### config.mk
export PLATFORM = sky130hd
export DESIGN_NAME = connect6_move_rx
export DESIGN_NICKNAME = d
export VERILOG_FILES = /design/src/rtl/connect6_move_rx.sv
export SDC_FILE = /design/constraint.sdc
export NUM_CORES = 1
export LEC_CHECK = 0
export BUFFER_PORTS_ARGS = -buffer_cell sky130_fd_sc_hd__buf_2
export CORE_MARGIN = 2
export CORE_UTILIZATION = 63
export CTS_BUF_LIST = sky130_fd_sc_hd__clkbuf_8
export DETAILED_ROUTE_END_ITERATION = 6
export GPL_ROUTABILITY_DRIVEN = 0
export PLACE_DENSITY = 0.87
export SETUP_SLACK_MARGIN = 0.1
export SYNTH_ARGS = -nofsm -noshare
export SYNTH_HDL_FRONTEND = slang
export SYNTH_SLANG_ARGS = --single-unit
### constraint.sdc
create_clock -name clk -period 5 [get_ports clk]
set_clock_uncertainty 0.05 [all_clocks]
set_input_delay 1 -clock clk [delete_from_list [all_inputs] [get_ports clk]]
set_output_delay 1 -clock clk [all_outputs]
set_load 0.01 [all_outputs]
### src/rtl/connect6_move_rx.sv
// Receive framing for Connect Six moves: polls the RS232 core FIFO, assembles
// A5/X1/Y1/X2/Y2/CHK frames, presents validated moves, and pulses frame errors.
module connect6_move_rx #(
  parameter int          BOARD_SIZE     = 19,
  parameter int unsigned TIMEOUT_CYCLES = 5000000
) (
  input  logic        clk,
  input  logic        reset_n,
  input  logic [31:0] uart_readdata,
  output logic        uart_read,
  output logic        move_valid,
  input  logic        move_ready,
  output logic [4:0]  move_x1,
  output logic [4:0]  move_y1,
  output logic [4:0]  move_x2,
  output logic [4:0]  move_y2,
  output logic        move_single,
  output logic        err_valid,
  output logic [1:0]  err_code
);

  // state  | meaning
  // F_IDLE | wait for a non-empty FIFO and no move pending
  // F_RD   | one-cycle read strobe to the RS232 core
  // F_CAP  | byte valid on readdata, handed to the parser
  // F_GAP1 | settle cycle while the FIFO count updates
  // F_GAP2 | second settle cycle
  localparam logic [2:0] F_IDLE = 3'd0;
  localparam logic [2:0] F_RD   = 3'd1;
  localparam logic [2:0] F_CAP  = 3'd2;
  localparam logic [2:0] F_GAP1 = 3'd3;
  localparam logic [2:0] F_GAP2 = 3'd4;

  localparam logic [7:0]  SYNC_BYTE  = 8'hA5;
  localparam logic [7:0]  NO_STONE   = 8'hFF;
  localparam logic [7:0]  BOARD_LIM  = 8'(BOARD_SIZE);
  localparam logic [31:0] TMO_LAST   = 32'(TIMEOUT_CYCLES - 1);

  localparam logic [1:0] ERR_CHK   = 2'b01;
  localparam logic [1:0] ERR_RANGE = 2'b10;
  localparam logic [1:0] ERR_TMO   = 2'b11;

  logic [2:0]  fetch_q, fetch_d;
  logic [2:0]  idx_q, idx_d;
  logic [7:0]  x1_q, x1_d, y1_q, y1_d, x2_q, x2_d, y2_q, y2_d;
  logic [31:0] tmo_q, tmo_d;
  logic        move_valid_q, move_valid_d;
  logic [4:0]  move_x1_q, move_x1_d, move_y1_q, move_y1_d;
  logic [4:0]  move_x2_q, move_x2_d, move_y2_q, move_y2_d;
  logic        move_single_q, move_single_d;
  logic        err_valid_q, err_valid_d;
  logic [1:0]  err_code_q, err_code_d;

  logic [6:0] fifo_cnt;
  logic [7:0] rx_byte;
  logic       byte_stb;
  logic       chk_ok, single, range_ok;
  logic       unused_readdata;

  assign fifo_cnt        = uart_readdata[22:16];
  assign rx_byte         = uart_readdata[7:0];
  assign unused_readdata = ^{uart_readdata[31:23], uart_readdata[15:8]};
  assign byte_stb        = (fetch_q == F_CAP);

  // Frame checks evaluated against the CHK byte as it is captured.
  assign chk_ok   = (rx_byte == (x1_q ^ y1_q ^ x2_q ^ y2_q));
  assign single   = (x2_q == NO_STONE) && (y2_q == NO_STONE);
  assign range_ok = (x1_q < BOARD_LIM) && (y1_q < BOARD_LIM) &&
                    (single || ((x2_q < BOARD_LIM) && (y2_q < BOARD_LIM) &&
                                !((x2_q == x1_q) && (y2_q == y1_q))));

  always_comb begin
    fetch_d       = fetch_q;
    idx_d         = idx_q;
    x1_d          = x1_q;
    y1_d          = y1_q;
    x2_d          = x2_q;
    y2_d          = y2_q;
    tmo_d         = tmo_q;
    move_valid_d  = move_valid_q;
    move_x1_d     = move_x1_q;
    move_y1_d     = move_y1_q;
    move_x2_d     = move_x2_q;
    move_y2_d     = move_y2_q;
    move_single_d = move_single_q;
    err_valid_d   = 1'b0;
    err_code_d    = err_code_q;

    case (fetch_q)
      F_IDLE:  if ((fifo_cnt != 7'd0) && !move_valid_q) fetch_d = F_RD;
      F_RD:    fetch_d = F_CAP;
      F_CAP:   fetch_d = F_GAP1;
      F_GAP1:  fetch_d = F_GAP2;
      F_GAP2:  fetch_d = F_IDLE;
      default: fetch_d = F_IDLE;
    endcase

    if (move_valid_q && move_ready) move_valid_d = 1'b0;

    // A captured byte wins over a simultaneous timeout: it arrived in time.
    if (byte_stb) begin
      tmo_d = 32'd0;
    end else if ((idx_q != 3'd0) && !move_valid_q) begin
      if (tmo_q >= TMO_LAST) begin
        tmo_d       = 32'd0;
        idx_d       = 3'd0;
        err_valid_d = 1'b1;
        err_code_d  = ERR_TMO;
      end else begin
        tmo_d = tmo_q + 32'd1;
      end
    end

    if (byte_stb) begin
      case (idx_q)
        3'd0: if (rx_byte == SYNC_BYTE) idx_d = 3'd1;
        3'd1: begin x1_d = rx_byte; idx_d = 3'd2; end
        3'd2: begin y1_d = rx_byte; idx_d = 3'd3; end
        3'd3: begin x2_d = rx_byte; idx_d = 3'd4; end
        3'd4: begin y2_d = rx_byte; idx_d = 3'd5; end
        default: begin
          idx_d = 3'd0;
          if (!chk_ok) begin
            err_valid_d = 1'b1;
            err_code_d  = ERR_CHK;
          end else if (!range_ok) begin
            err_valid_d = 1'b1;
            err_code_d  = ERR_RANGE;
          end else begin
            move_valid_d  = 1'b1;
            move_x1_d     = x1_q[4:0];
            move_y1_d     = y1_q[4:0];
            move_x2_d     = single ? 5'd0 : x2_q[4:0];
            move_y2_d     = single ? 5'd0 : y2_q[4:0];
            move_single_d = single;
          end
        end
      endcase
    end
  end

  always_ff @(posedge clk) begin
    if (!reset_n) begin
      fetch_q       <= F_IDLE;
      idx_q         <= 3'd0;
      x1_q          <= 8'd0;
      y1_q          <= 8'd0;
      x2_q          <= 8'd0;
      y2_q          <= 8'd0;
      tmo_q         <= 32'd0;
      move_valid_q  <= 1'b0;
      move_x1_q     <= 5'd0;
      move_y1_q     <= 5'd0;
      move_x2_q     <= 5'd0;
      move_y2_q     <= 5'd0;
      move_single_q <= 1'b0;
      err_valid_q   <= 1'b0;
      err_code_q    <= 2'b00;
    end else begin
      fetch_q       <= fetch_d;
      idx_q         <= idx_d;
      x1_q          <= x1_d;
      y1_q          <= y1_d;
      x2_q          <= x2_d;
      y2_q          <= y2_d;
      tmo_q         <= tmo_d;
      move_valid_q  <= move_valid_d;
      move_x1_q     <= move_x1_d;
      move_y1_q     <= move_y1_d;
      move_x2_q     <= move_x2_d;
      move_y2_q     <= move_y2_d;
      move_single_q <= move_single_d;
      err_valid_q   <= err_valid_d;
      err_code_q    <= err_code_d;
    end
  end

  assign uart_read   = (fetch_q == F_RD);
  assign move_valid  = move_valid_q;
  assign move_x1     = move_x1_q;
  assign move_y1     = move_y1_q;
  assign move_x2     = move_x2_q;
  assign move_y2     = move_y2_q;
  assign move_single = move_single_q;
  assign err_valid   = err_valid_q;
  assign err_code    = err_code_q;

endmodule

* Word-level counts from Yosys, hierarchy flattened
Cells that the tools add are included.
** Cells by class
- $add $sub $neg :: 1
- $lt $le $gt $ge :: 5
- Eq/ne operators :: 14
- Mux-type cells :: 30
- Bitwise operators :: 5
- Reductions and logical operators :: 23
** Operators by type and width (count)
- 32-bit by 1-bit adder with 32-bit output (second input constant) :: 1
- 32-bit by 23-bit >= comparator with 1-bit output (second input constant) :: 1
- 8-bit by 5-bit < comparator with 1-bit output (second input constant) :: 4
- 32-bit 2-to-1 mux :: 1
- 8-bit equality test :: 3
- 8-bit equality test (second input constant) :: 3
- 8-bit XOR :: 3
- 3-bit 2-to-1 mux :: 6
- 3-bit case mux with 5 select lines :: 1
- 2-bit 2-to-1 mux :: 7
- 3-bit by 2-bit equality test with 1-bit output (second input constant) :: 4
- 1-bit 2-to-1 mux :: 12
- 3-bit case mux with 4 select lines :: 1
- 5-bit 2-to-1 mux :: 2
- 1-bit logical AND :: 9
- 2-bit AND reduction :: 4
- 7-bit nonzero test :: 1
- 3-bit by 1-bit equality test with 1-bit output (second input constant) :: 2
- 3-bit zero test :: 2
- 5-bit OR reduction :: 1
- 4-bit AND reduction :: 1
- 3-bit equality test (second input constant) :: 1
- 3-bit nonzero test :: 1
- 1-bit zero test :: 2
- other kinds (4) :: 5
** Word-level totals
- Bits in registers :: 95
- Input port bits :: 35
- Output and inout port bits :: 26
- Word-level logic and storage cells :: 93

* Depth between registers and ports, before layout
- Word-level depth :: 10
- Mapped depth :: 9
- Gate-level depth less buffers :: 8

* Least setup slack after synthesis
OpenSTA, ideal clock, no wires.
- Path kind :: in2reg
- Start point :: in uart_readdata[3]
- End point :: reg move_single_q, in the netlist move_single
- Setup time :: 128 ps
- Arrival time :: 2730 ps
- Data required time :: 4822 ps
- Setup slack :: 2092 ps
- Stages :: 8
- Path buffers :: 2
- Cells stage by stage :: xor3_1 > nand2_1 > or4_1 > a2111o_1 > buf_6 > buf_8 > mux2i_1 > nor2_1
** Between the ends
- Word-level cells in the longest chain between the ends :: 2
** RTL lines
- start, declared :: line 9 : input logic [31:0] uart_readdata,
- 8-bit equality test :: line 66 : assign chk_ok = (rx_byte == (x1_q ^ y1_q ^ x2_q ^ y2_q));
- 4-bit AND reduction (no line)
- end signal, assigned :: line 172 : move_single_q <= move_single_d;
- end, declared :: line 50 : logic move_single_q, move_single_d;
Every way passes these cells.
A chain may end at the register's enable or synchronous reset.

* Final worst setup path
- Start point :: in uart_readdata[3]
- End point :: reg move_y1_q[3], in the netlist move_y1[3]
** Between the ends
- Word-level cells in the longest chain between the ends :: 2
** RTL lines
- 8-bit equality test :: line 66
- 4-bit AND reduction (no line)
- end signal, assigned :: line 169 : move_y1_q <= move_y1_d;
- end, declared :: line 48 : logic [4:0] move_x1_q, move_x1_d, move_y1_q, move_y1_d;
Every way passes these cells.

==> qor.txt <==
violated checks = DRC
HPWL after DPL = 6150 um
Final Hold Fails = 0
met3 Usage GRT = 5.68%
gr ovfl total = 0
GRT busiest layer = met2
core area = 6420 um2
fin cells = 576
RSZ-0062 raised after global routing = false
most common library cells after synthesis = 95 x dfxtp_1, 94 x nor2_1, 43 x mux2i_1
Cell Rows = 29
fraction of layout cells with a size suffix above 1 = 13.0%
routed vias = 3424
mux cell area share after synthesis = 10.2%
Slew headroom = 18.0%
Post-DRT Antenna Nets = 0
Tcrit/Tclk final = 64.9%
Die Wd = 85.9 um
crit end category = flop
IO Port Bufs = 43
Worst Path Required = 5.18 ns
Adder-Cell Fraction of Synth Area = 0.296%
DR iter-0 viols = 272
Area after DPL = 4450 um2
Lkg Pwr = 0.00217 uW
setup tns final = 0 ns
die height = 85.9 um
first-pass GRT wire length = 14900 um
fin nets = 530
Layout area overhead = 10.2%
DRC viols = 5
pin count of the biggest net entering global routing = 50
H-tree depth = 3
GRT Util Overall = 25.5%
worst hold margin = 0.414 ns
Setup-failing EPs final = 0
Design Area, Final = 4660 um2
mean post-synth cell area = 9.25 um2
Initial Util = 65.8%
Mapped Nets = 493
ys flop type = dfxtp_1
Synth Area in XOR/XNOR = 12.0%
Slew Limit Fails = 0
Post-Syn Area = 4230 um2
Seq/Total Area, Yosys = 45.0%
GR Util met2 = 39.2%
Skew-Pair Late Insertion Delay = 0.37 ns
Wirelength per Cell = 15.8 um
TritonCTS Buffers = 9
Clock Tree Root = clkbuf_8
vias in the first global route = 3113
synthesized instance count = 457
Worst Hold Class = flop to flop
# IOs = 61
CP Data Arrival Time = 3.43 ns
initial antenna violation count = 0
synth warn = 0
vias per inst = 5.94
DRT Pass-1 Iters = 7
CP max FO = 32
Yosys reg bits = 95
final WL = 9090 um
pwr/cell area = 285 nW/um2
Min Clock Period, post-route = 3.24 ns
EDFF count, synth = 0
Max clock buf depth = 2
crit start category = input port
reg2reg path depth = 7
status = finished with violations
# clock sinks = 95
Inst Count DP = 560
Worst-Margin Slew = 1.23 ns
synth unique cells = 47
fmax = 308 MHz
synth top area cells = dfxtp_1 45%, mux2i_1 10%, nor2_1 8.4%, xnor2_1 5.0%, xor2_1 3.3%
main combinational cell family by area after synthesis = simple AND/OR/NAND/NOR gates
peak supply drop = 0.160 mV
Synth Area in Compound Gates = 7.64%
crit path kind = input port to flop
CTS tree = done
cell taking the most area after synthesis = dfxtp_1
ys async rst share = 0%
CTS Hold Bufs = 0
total die area = 7380 um2
met1 usage = 35.2%
hold path cells = 2
post-CTS setup buffers = 0
post-CTS resize count = 0
clk slew on worst S/H paths = 0.09 ns
max cap viols = 0
total power = 1330 uW
Antenna Cells = 0
Simple-Gate Fraction of Synth Area = 22.4%
post-synth top area share = 45.0%
most frequent cell after synthesis = dfxtp_1
[cell usage in the layout, fill, tap and decap left out, types with 3 or more instances in the layout]
cell	instances
nand3b_1	3
buf_2	43
nand2_1	28
and3_1	5
a211oi_1	3
a211o_1	6
nor4_1	8
mux2i_1	43
a31oi_1	8
nand2b_1	5
and4_1	4
nand4_1	10
clkbuf_8	10
a21oi_1	10
o21ai_0	5
nand3_1	25
xor3_1	4
nor2_1	94
xnor2_1	24
nor3_1	8
dfxtp_1	95
xor2_1	16
o21ai_1	6
[sequential cells by signal (all words and copies together) (netlist names), 8 cells and up]
signal,count
tmo_q,32
x1_q,8
x2_q,8
y1_q,8
y2_q,8
[logic make-up (layout without fill, tap and decap cells)]
| group | Yosys count | in the layout |
|---|---|---|
| buffers and inverters | 20 | 62 |
| xor gates and xnor gates | 47 | 47 |
| DFF | 95 | 95 |
| and+or+nand+nor | 202 | 202 |
| muxes | 43 | 43 |
| AOI/OAI and AO/OA | 49 | 49 |
| adders and majority gates | 1 | 1 |
[metal layers]
layer  vias up  share of wire (%)  routed length (um)
li1       1672                  -                   -
met1      1615                 46                4210
met2       117                 46                4160
met3        20                6.0                 549
met4         0                1.8                 163
met5         -                  0                   0
[power by group]
group | switching [uW] | leakage [uW] | total, uW | internal [uW]
combinational | 29.4 | 0.00131 | 46.0 | 16.6
sequential | 1.47 | 0.000765 | 759 | 758
clock | 274 | 0.000103 | 522 | 247
[worst max-delay path, cell delays in order]
cell      delay (ns)
buf_2           0.15
xor3_1          0.38
nand2_1         0.07
or4_1           0.52
a2111o_1        0.88
mux2i_1         0.34
nor2_1          0.08
[final cells by class]
type | count | area [um2]
inverter | 2 | 7.51
multi-input combinational | 342 | 2220
fill | 472 | 1770
clock buffer | 10 | 138
sequential | 95 | 1900
tap | 77 | 96.3
clock inverter | 6 | 68.8
timing repair buffer | 44 | 223
[stage by stage]
step                worst slack, ns  utilization [%]
floorplan                      2.09                -
detailed placement             1.38             69.3
global route                   1.60             72.5
CTS                            1.74             72.5
global placement               1.48             69.3
finish                         1.76             72.5
[final timing paths]
check	startpoint	endpoint	slack (ns)
setup / recovery	uart_readdata[3]	move_y1[3]	1.76
hold reg to reg	fetch_q[0]	fetch_q[2]	0.41
hold / removal	fetch_q[0]	fetch_q[2]	0.41
setup reg to reg	x2_q[7]	move_y1[3]	1.93
(Power assumes the default switching activity.)
